<file path="src/rtl/dpsk_phase_mapper.sv">
// DPSK phase mapper: differential bit encoding, 0/180 degree carrier offset, and symbol timing.
// rom_addr lags phase_acc by one clock; a bit is accepted only in IDLE or on the symbol-boundary cycle.
module dpsk_phase_mapper #(
    parameter logic [15:0] SYM_LEN = 16'd1000,
    parameter int          ADDR_W  = 10
) (
    input  logic              clk_i,
    input  logic              rst_ni,
    input  logic [15:0]       phase_acc_i,
    input  logic              bit_in_i,
    input  logic              bit_valid_i,
    output logic              bit_ready_o,
    output logic [ADDR_W-1:0] rom_addr_o,
    output logic              enc_bit_o,
    output logic              sym_strobe_o,
    output logic              underrun_o,
    output logic              busy_o
);

    typedef enum logic {IDLE, RUN} state_t;

    state_t            state_q;
    logic [15:0]       cnt_q;
    logic              enc_q;
    logic [ADDR_W-1:0] addr_q;
    logic              strobe_q;
    logic              underrun_q;

    logic              boundary;
    logic              hs;
    logic [15:0]       off;
    logic [ADDR_W-1:0] addr_d;

    assign boundary = (state_q == RUN) && (cnt_q == SYM_LEN - 16'd1);
    assign bit_ready_o = (state_q == IDLE) || boundary;
    assign hs = bit_valid_i && bit_ready_o;

    // 180-degree offset is a half-turn of the 16-bit phase; the carry out is discarded.
    assign off = phase_acc_i + (enc_q ? 16'h8000 : 16'h0000);
    assign addr_d = off[15 -: ADDR_W];

    generate
        if (ADDR_W < 16) begin : g_lsb_drop
            logic unused_lsbs;
            assign unused_lsbs = &{1'b0, off[15-ADDR_W:0]};
        end
    endgenerate

    always_ff @(posedge clk_i or negedge rst_ni) begin
        if (!rst_ni) begin
            state_q    <= IDLE;
            cnt_q      <= 16'd0;
            enc_q      <= 1'b0;
            addr_q     <= '0;
            strobe_q   <= 1'b0;
            underrun_q <= 1'b0;
        end else begin
            addr_q   <= addr_d;
            strobe_q <= hs;
            case (state_q)
                IDLE: begin
                    cnt_q <= 16'd0;
                    if (hs) begin
                        enc_q   <= enc_q ^ bit_in_i;
                        state_q <= RUN;
                    end
                end
                RUN: begin
                    if (boundary) begin
                        cnt_q <= 16'd0;
                        if (bit_valid_i) begin
                            enc_q <= enc_q ^ bit_in_i;
                        end else begin
                            underrun_q <= 1'b1;
                            state_q    <= IDLE;
                        end
                    end else begin
                        cnt_q <= cnt_q + 16'd1;
                    end
                end
                default: state_q <= IDLE;
            endcase
        end
    end

    assign rom_addr_o   = addr_q;
    assign enc_bit_o    = enc_q;
    assign sym_strobe_o = strobe_q;
    assign underrun_o   = underrun_q;
    assign busy_o       = (state_q == RUN);

endmodule
</file>
<file path="config.mk">
export PLATFORM = sky130hd
export DESIGN_NAME = dpsk_phase_mapper
export DESIGN_NICKNAME = d
export VERILOG_FILES = /design/src/rtl/dpsk_phase_mapper.sv
export SDC_FILE = /design/constraint.sdc
export NUM_CORES = 1
export LEC_CHECK = 0
export ABC_CLOCK_PERIOD_IN_PS = 2740
export CORE_ASPECT_RATIO = 1.2
export CORE_MARGIN = 4
export CORE_UTILIZATION = 32
export DETAILED_ROUTE_END_ITERATION = 10
export GPL_TIMING_DRIVEN = 0
export SETUP_SLACK_MARGIN = 0.2
export SKIP_CTS_REPAIR_TIMING = 1
export SYNTH_ARGS = -nofsm -noshare
export SYNTH_HDL_FRONTEND = slang
export SYNTH_SLANG_ARGS = --single-unit
</file>
<file path="constraint.sdc">
create_clock -name clk_i -period 2.74 [get_ports clk_i]
set_input_delay 0.822 -clock clk_i [delete_from_list [all_inputs] [get_ports clk_i]]
set_output_delay 0.822 -clock clk_i [all_outputs]
set_load 0.02 [all_outputs]
</file>
==> reports/qor.yml, run 1 <==
placement:
  place_congestion: 0.806
  portBuffers: 28
  hpwl_mm: 1.77
  dp.cells: 181
critical_path:
  worstSetupEndpointType: "primary output"
  start_kind: "register"
  startpoint: "cnt_q[3]"
  timing.rr.start: "cnt_q[3]"
  path_class: "register to primary output"
  rrSetupSlack_ns: 0.71
  critPathMaxFanout: 4
  cp_data_required_time_ns: 1.92
  worstRegToRegCells: 6
  r2r-end: "enc_bit_o"
  arrival_ns: 1.92
synthesis:
  syn_area_per_cell_sq_um: 12.1
  ys_seq_area_share_pct: 61.3
  synth_cell_types: 23
  synthCells: 101
  ys.warnings.count: 0
  netlist_area_sq_um: 1220
  synth_seq_cells: 30
  synth_nets: 122
cts:
  clock_latency_ns: 0.27
  clock-root-buffer: "clkbuf_8"
  path_clk_slew_ns: 0.06
  cts-buffers-inserted: 5
  ctsLongestPathBuffers: 2
  clkSinkCount: 30
  htree_levels: 2
  cts_tree: "built"
floorplanning:
  die_area_sq_um: 4880
  pin_count: 35
  coreArea_sq_um: 3660
  rows: 24
  fp.dieH_um: 75.7
  start_util_pct: 33.4
  die_w_um: 64.5
timing:
  fin_ws_ns: -0.00424
  slew_viol_final: 0
  rsz0062_at_grt: "true"
  finalClockSkew_ns: 0.00808
  fmax_mhz: 364
  period_needed_ns: 2.74
  period_share_pct: 100
  hold_viol_final: 0
  maxSlewHeadroom_pct: 56.3
  fin_setup_tns_ns: -0.00424
  worst_pin_slew_ns: 0.655
  setup_viol: 1
cells_and_area:
  syn_to_final_growth_pct: 44.4
  post-route-util_pct: 48.2
  fin_nets: 169
  diodes: 0
  drive_gt1_share_pct: 24.2
  final-instance-count-excl-fill: 201
global_route:
  grt_pass1_wl_mm: 4.24
  grt.total_usage_pct: 11.6
  antenna_found_initial: 0
  grt_max_degree: 31
  first_global_vias: 928
  grt_overflow_total: 0
power_and_ir_drop:
  ir_worst_vdd_uv: 290
  p_leak_nw: 0.774
  power.density_nw_per_um2: 486
run_status:
  violations: "negative setup slack"
  outcome: "finished, violations left"
routing:
  firstDrtPassIters: 4
  wl_mm: 2.49
  vias_per_cell: 4.59
  drt_iter0_drc: 15
  vias: 922
  wl_per_cell_um: 12.4
  drc_errors: 0
  final_antenna_net_count: 0
worst_hold_path:
  holdCritStartpoint: "underrun_o"
  worstHoldPathCells: 1
  hold_path_end: "underrun_o"
  hold_class: "register to register"
flow_run:
  drv_cap: 0
[sequential cells by signal, summed over array words and instances (netlist names)]
signal,flops
cnt_q,16
rom_addr_o,10
busy_o,1
enc_bit_o,1
sym_strobe_o,1
underrun_o,1
[cells in the mapped netlist]
cell,instances,share of area (%)
dfrtp_1,30,61
nor2_1,15,4.6
xnor2_1,9,6.4
xor2_1,6,4.3
inv_1,5,1.5
nand2_1,5,1.5
nor3_1,5,2.0
nand3_1,4,1.6
nand4_1,4,2.0
nor4_1,4,2.0
a31o_2,2,1.4
a21oi_1,1,0.41
and2_1,1,0.51
and2_2,1,0.61
and4_2,1,0.82
buf_6,1,0.92
ha_1,1,1.0
nand3_2,1,0.82
nand4_2,1,1.0
o41ai_4,1,2.2
or3b_2,1,0.72
or4b_2,1,0.82
or4b_4,1,1.1
[stage by stage]
stage          hold slack (ns)  cell area [sq um]  setup WS (ns)  total power, mW
4_1_cts                  0.478               1670          -1.03            0.873
3_3_place_gp             0.458               1580         -0.711            0.515
6_report                 0.477               1770       -0.00424            0.859
5_1_grt                  0.495               1770        -0.0653            0.905
2_1_floorplan            0.454               1230          0.135            0.472
3_5_place_dp             0.457               1580         -0.727            0.516
[report_power, final]
| group | switching [mW] | leakage (nW) | total [mW] | internal [mW] |
|---|---|---|---|---|
| combinational | 0.0250 | 0.355 | 0.0532 | 0.0283 |
| clock | 0.151 | 0.0482 | 0.353 | 0.202 |
| sequential | 0.00190 | 0.371 | 0.452 | 0.451 |
[cell families (layout without fill, tap and decap cells)]
| family | count (synthesis) | after routing | synth area share [%] |
|---|---|---|---|
| AO/OA/AOI/OAI | 4 | 4 | 4.09 |
| XOR/XNOR | 15 | 15 | 10.7 |
| adder cells (fa/ha/maj) | 1 | 1 | 1.02 |
| buffers and inverters | 6 | 54 | 2.45 |
| flip-flops | 30 | 30 | 61.3 |
| AND/OR/NAND/NOR | 45 | 45 | 20.3 |
[worst max-delay path by stage]
stage	to	slack, ns	depth (start not counted)
floorplan	bit_ready_o	0.13	4
global placement	bit_ready_o	-0.71	5
detailed placement	bit_ready_o	-0.73	5
CTS	bit_ready_o	-1.03	5
global route	bit_ready_o	-0.07	4
finish	bit_ready_o	-0.004	4
[routing by layer]
metal / GRT usage, % / wire length, um / part of all wire (%) / up-vias
met5: 0 / 0 / 0 / -
met4: 3.76 / 18 / 0.72 / 0
met3: 6.49 / 198 / 7.9 / 3
met2: 19.8 / 1330 / 53 / 25
met1: 12.2 / 943 / 38 / 459
li1: - / - / - / 435
[layout make-up]
class                   count  area (sq um)
fillers                   370          1900
flip-flops and latches     30           754
multi-input cells          65           459
repair buffers             40           367
clock buffers               7          86.3
well taps                  52          65.1
inverters                   5          18.8
plain buffers               1          11.3
clock inverters             1          5.00
[critical path, stage by stage, from the launching register on]
cell and delay, ns:
dfrtp_2 0.42, or4b_4 0.54, o41ai_4 0.41, buf_6 0.17, buf_6 0.11
[placed cells by master (no fill, tap or decap), types with 5 or more instances in the layout]
| cell | instances |
|---|---|
| nand2_1 | 5 |
| xor2_1 | 6 |
| xnor2_1 | 9 |
| nor2_1 | 15 |
| nor3_1 | 5 |
| clkdlybuf4s50_1 | 26 |
| clkbuf_8 | 6 |
| buf_4 | 12 |
| inv_1 | 5 |
| dfrtp_1 | 27 |
No activity file was read; power rests on OpenSTA's default activity.
==> inputs of run 2 (changes only) <==
ABC_CLOCK_PERIOD_IN_PS = default   (was 2740)
CTS_BUF_LIST = sky130_fd_sc_hd__clkbuf_8   (was default)
GPL_ROUTABILITY_DRIVEN = 0   (was default)
==> run 2 against run 1 <==
  * First-iteration DRC count unchanged
  * Clock power barely moved
  * Highest routed layer unchanged
  * Critical endpoint unchanged
  * Routed wire length barely moved
  * Global-route usage unchanged
  * The run still ends with negative setup slack left
  * Via count rose by 0.22%
  * Cell count unchanged
  * Combinational power is essentially flat
  * Design area is the same
  * Clock skew hardly changed
  * Worst setup slack is essentially flat
  * Register-to-register slack about the same
  * Largest power group unchanged
  * Total power fell by 0.40%
==> reports/qor.yml, run 2 (synthesis gave the netlist of run 1 again) <==
floorplanning:
  rows: 24
  coreArea_sq_um: 3660
  start_util_pct: 33.4
  pin_count: 35
  fp.dieH_um: 75.7
  die_area_sq_um: 4880
  die_w_um: 64.5
placement:
  placed_cell_area_sq_um: 1580
  portBuffers: 28
  hpwl_mm: 1.77
  dp.cells: 181
run_status:
  violations: "negative setup slack"
  outcome: "finished, violations left"
power_and_ir_drop:
  switching_share_pct: 20.8
  power.density_nw_per_um2: 484
  power_frac_seq_pct: 52.9
  p_comb_share_pct: 6.2
  p_int_mw: 0.677
  clockPowerShare_pct: 40.9
  p_total_mw: 0.855
  ir_worst_vdd_uv: 290
  switching_power_mw: 0.178
  p_leak_nw: 0.778
cells_and_area:
  final_cell_mix: "dfrtp_1 (27), clkdlybuf4s50_1 (26), nor2_1 (15), buf_4 (12), xnor2_1 (9)"
  final-instance-count-excl-fill: 201
  syn_to_final_growth_pct: 44.4
  final_common_cell: "dfrtp_1"
  largest_reg_flops: 16
  post-route-util_pct: 48.2
  largest-register: "cnt_q"
  drive_gt1_share_pct: 24.2
  diodes: 0
  fin_area_sq_um: 1770
  fin_nets: 169
critical_path:
  path_class: "register to primary output"
  r2r-end: "enc_bit_o"
  start_kind: "register"
  critPathMaxFanout: 4
  rrSetupSlack_ns: 0.71
  worstRegToRegCells: 6
  worstSetupEndpointType: "primary output"
  cp_data_required_time_ns: 1.92
  arrival_ns: 1.92
  timing.rr.start: "cnt_q[13]"
routing:
  firstDrtPassIters: 4
  drc_errors: 0
  vias: 924
  drt_iter0_drc: 15
  final_antenna_net_count: 0
  wl_per_cell_um: 12.4
  vias_per_cell: 4.60
  wl_mm: 2.49
worst_hold_path:
  hold_path_end: "underrun_o"
  worstHoldPathCells: 1
  holdCritStartpoint: "underrun_o"
  hold_class: "register to register"
flow_run:
  drv_cap: 0
global_route:
  grt_overflow_total: 0
  gr-usage-met2_pct: 19.8
  grt.total_usage_pct: 11.6
  antenna_found_initial: 0
  grt_pass1_wl_mm: 4.24
  grt_util_met3_pct: 6.49
  first_global_vias: 928
  grt_busiest_layer: "met2"
  grt_max_degree: 31
  grtUsageMet1_pct: 12.2
timing:
  hold_viol_final: 0
  maxSlewHeadroom_pct: 56.3
  period_share_pct: 100
  period_needed_ns: 2.74
  finalClockSkew_ns: 0.00843
  rsz0062_at_grt: "true"
  setup_viol: 1
  worst_pin_slew_ns: 0.655
  fmax_mhz: 364
  slew_viol_final: 0
  fin_ws_ns: -0.00453
  hold_slack_ns: 0.477
cts:
  clock-root-buffer: "clkbuf_8"
  cts_tree: "built"
  cts-buffers-inserted: 5
  clock_latency_ns: 0.27
  path_clk_slew_ns: 0.07
  clkSinkCount: 30
  ctsLongestPathBuffers: 2
  htree_levels: 2
## run 2: worst max-delay path by stage
| stage | from | endpoint | slack [ns] | depth (start not counted) |
|---|---|---|---|---|
| floorplan | cnt_q[0] | bit_ready_o | 0.13 | 4 |
| global placement | cnt_q[0] | bit_ready_o | -0.71 | 5 |
| detailed placement | cnt_q[0] | bit_ready_o | -0.73 | 5 |
| CTS | cnt_q[0] | bit_ready_o | -1.03 | 5 |
| global route | cnt_q[3] | bit_ready_o | -0.07 | 4 |
| finish | cnt_q[13] | bit_ready_o | -0.005 | 4 |
## run 2: through the flow
step	worst slack, ns	TNS [ns]
after floorplan	0.135	0
after global placement	-0.711	-0.711
after detailed placement	-0.727	-0.727
after CTS	-1.03	-1.03
after global routing	-0.0653	-0.0653
final	-0.00453	-0.00453
## run 2: critical path, cell delays in order, from the launching register on
cell and delay, ns:
dfrtp_1 0.40, or4b_4 0.57, o41ai_4 0.41, buf_6 0.17
buf_6 0.11
## run 2: cell type report
type | instances | area, sq um
well taps | 52 | 65.1
multi-input cells | 65 | 459
clock buffers | 6 | 82.6
plain buffers | 1 | 11.3
repair buffers | 40 | 367
flip-flops and latches | 30 | 754
clock inverters | 2 | 8.76
inverters | 5 | 18.8
fillers | 370 | 1900
## run 2: per-layer routing
layer  vias up  wire [um]
met5         -          0
met4         0         18
met3         3        198
met2        25       1330
li1        435          -
met1       461        942
## run 2: power by group through the flow
stage | Sequential (mW) | Clock, mW | Combinational [mW]
floorplan | 0.471 | 0 | 0.000910
global placement | 0.460 | 0 | 0.0542
detailed placement | 0.460 | 0 | 0.0551
CTS | 0.453 | 0.362 | 0.0556
global route | 0.453 | 0.391 | 0.0577
finish | 0.452 | 0.350 | 0.0532
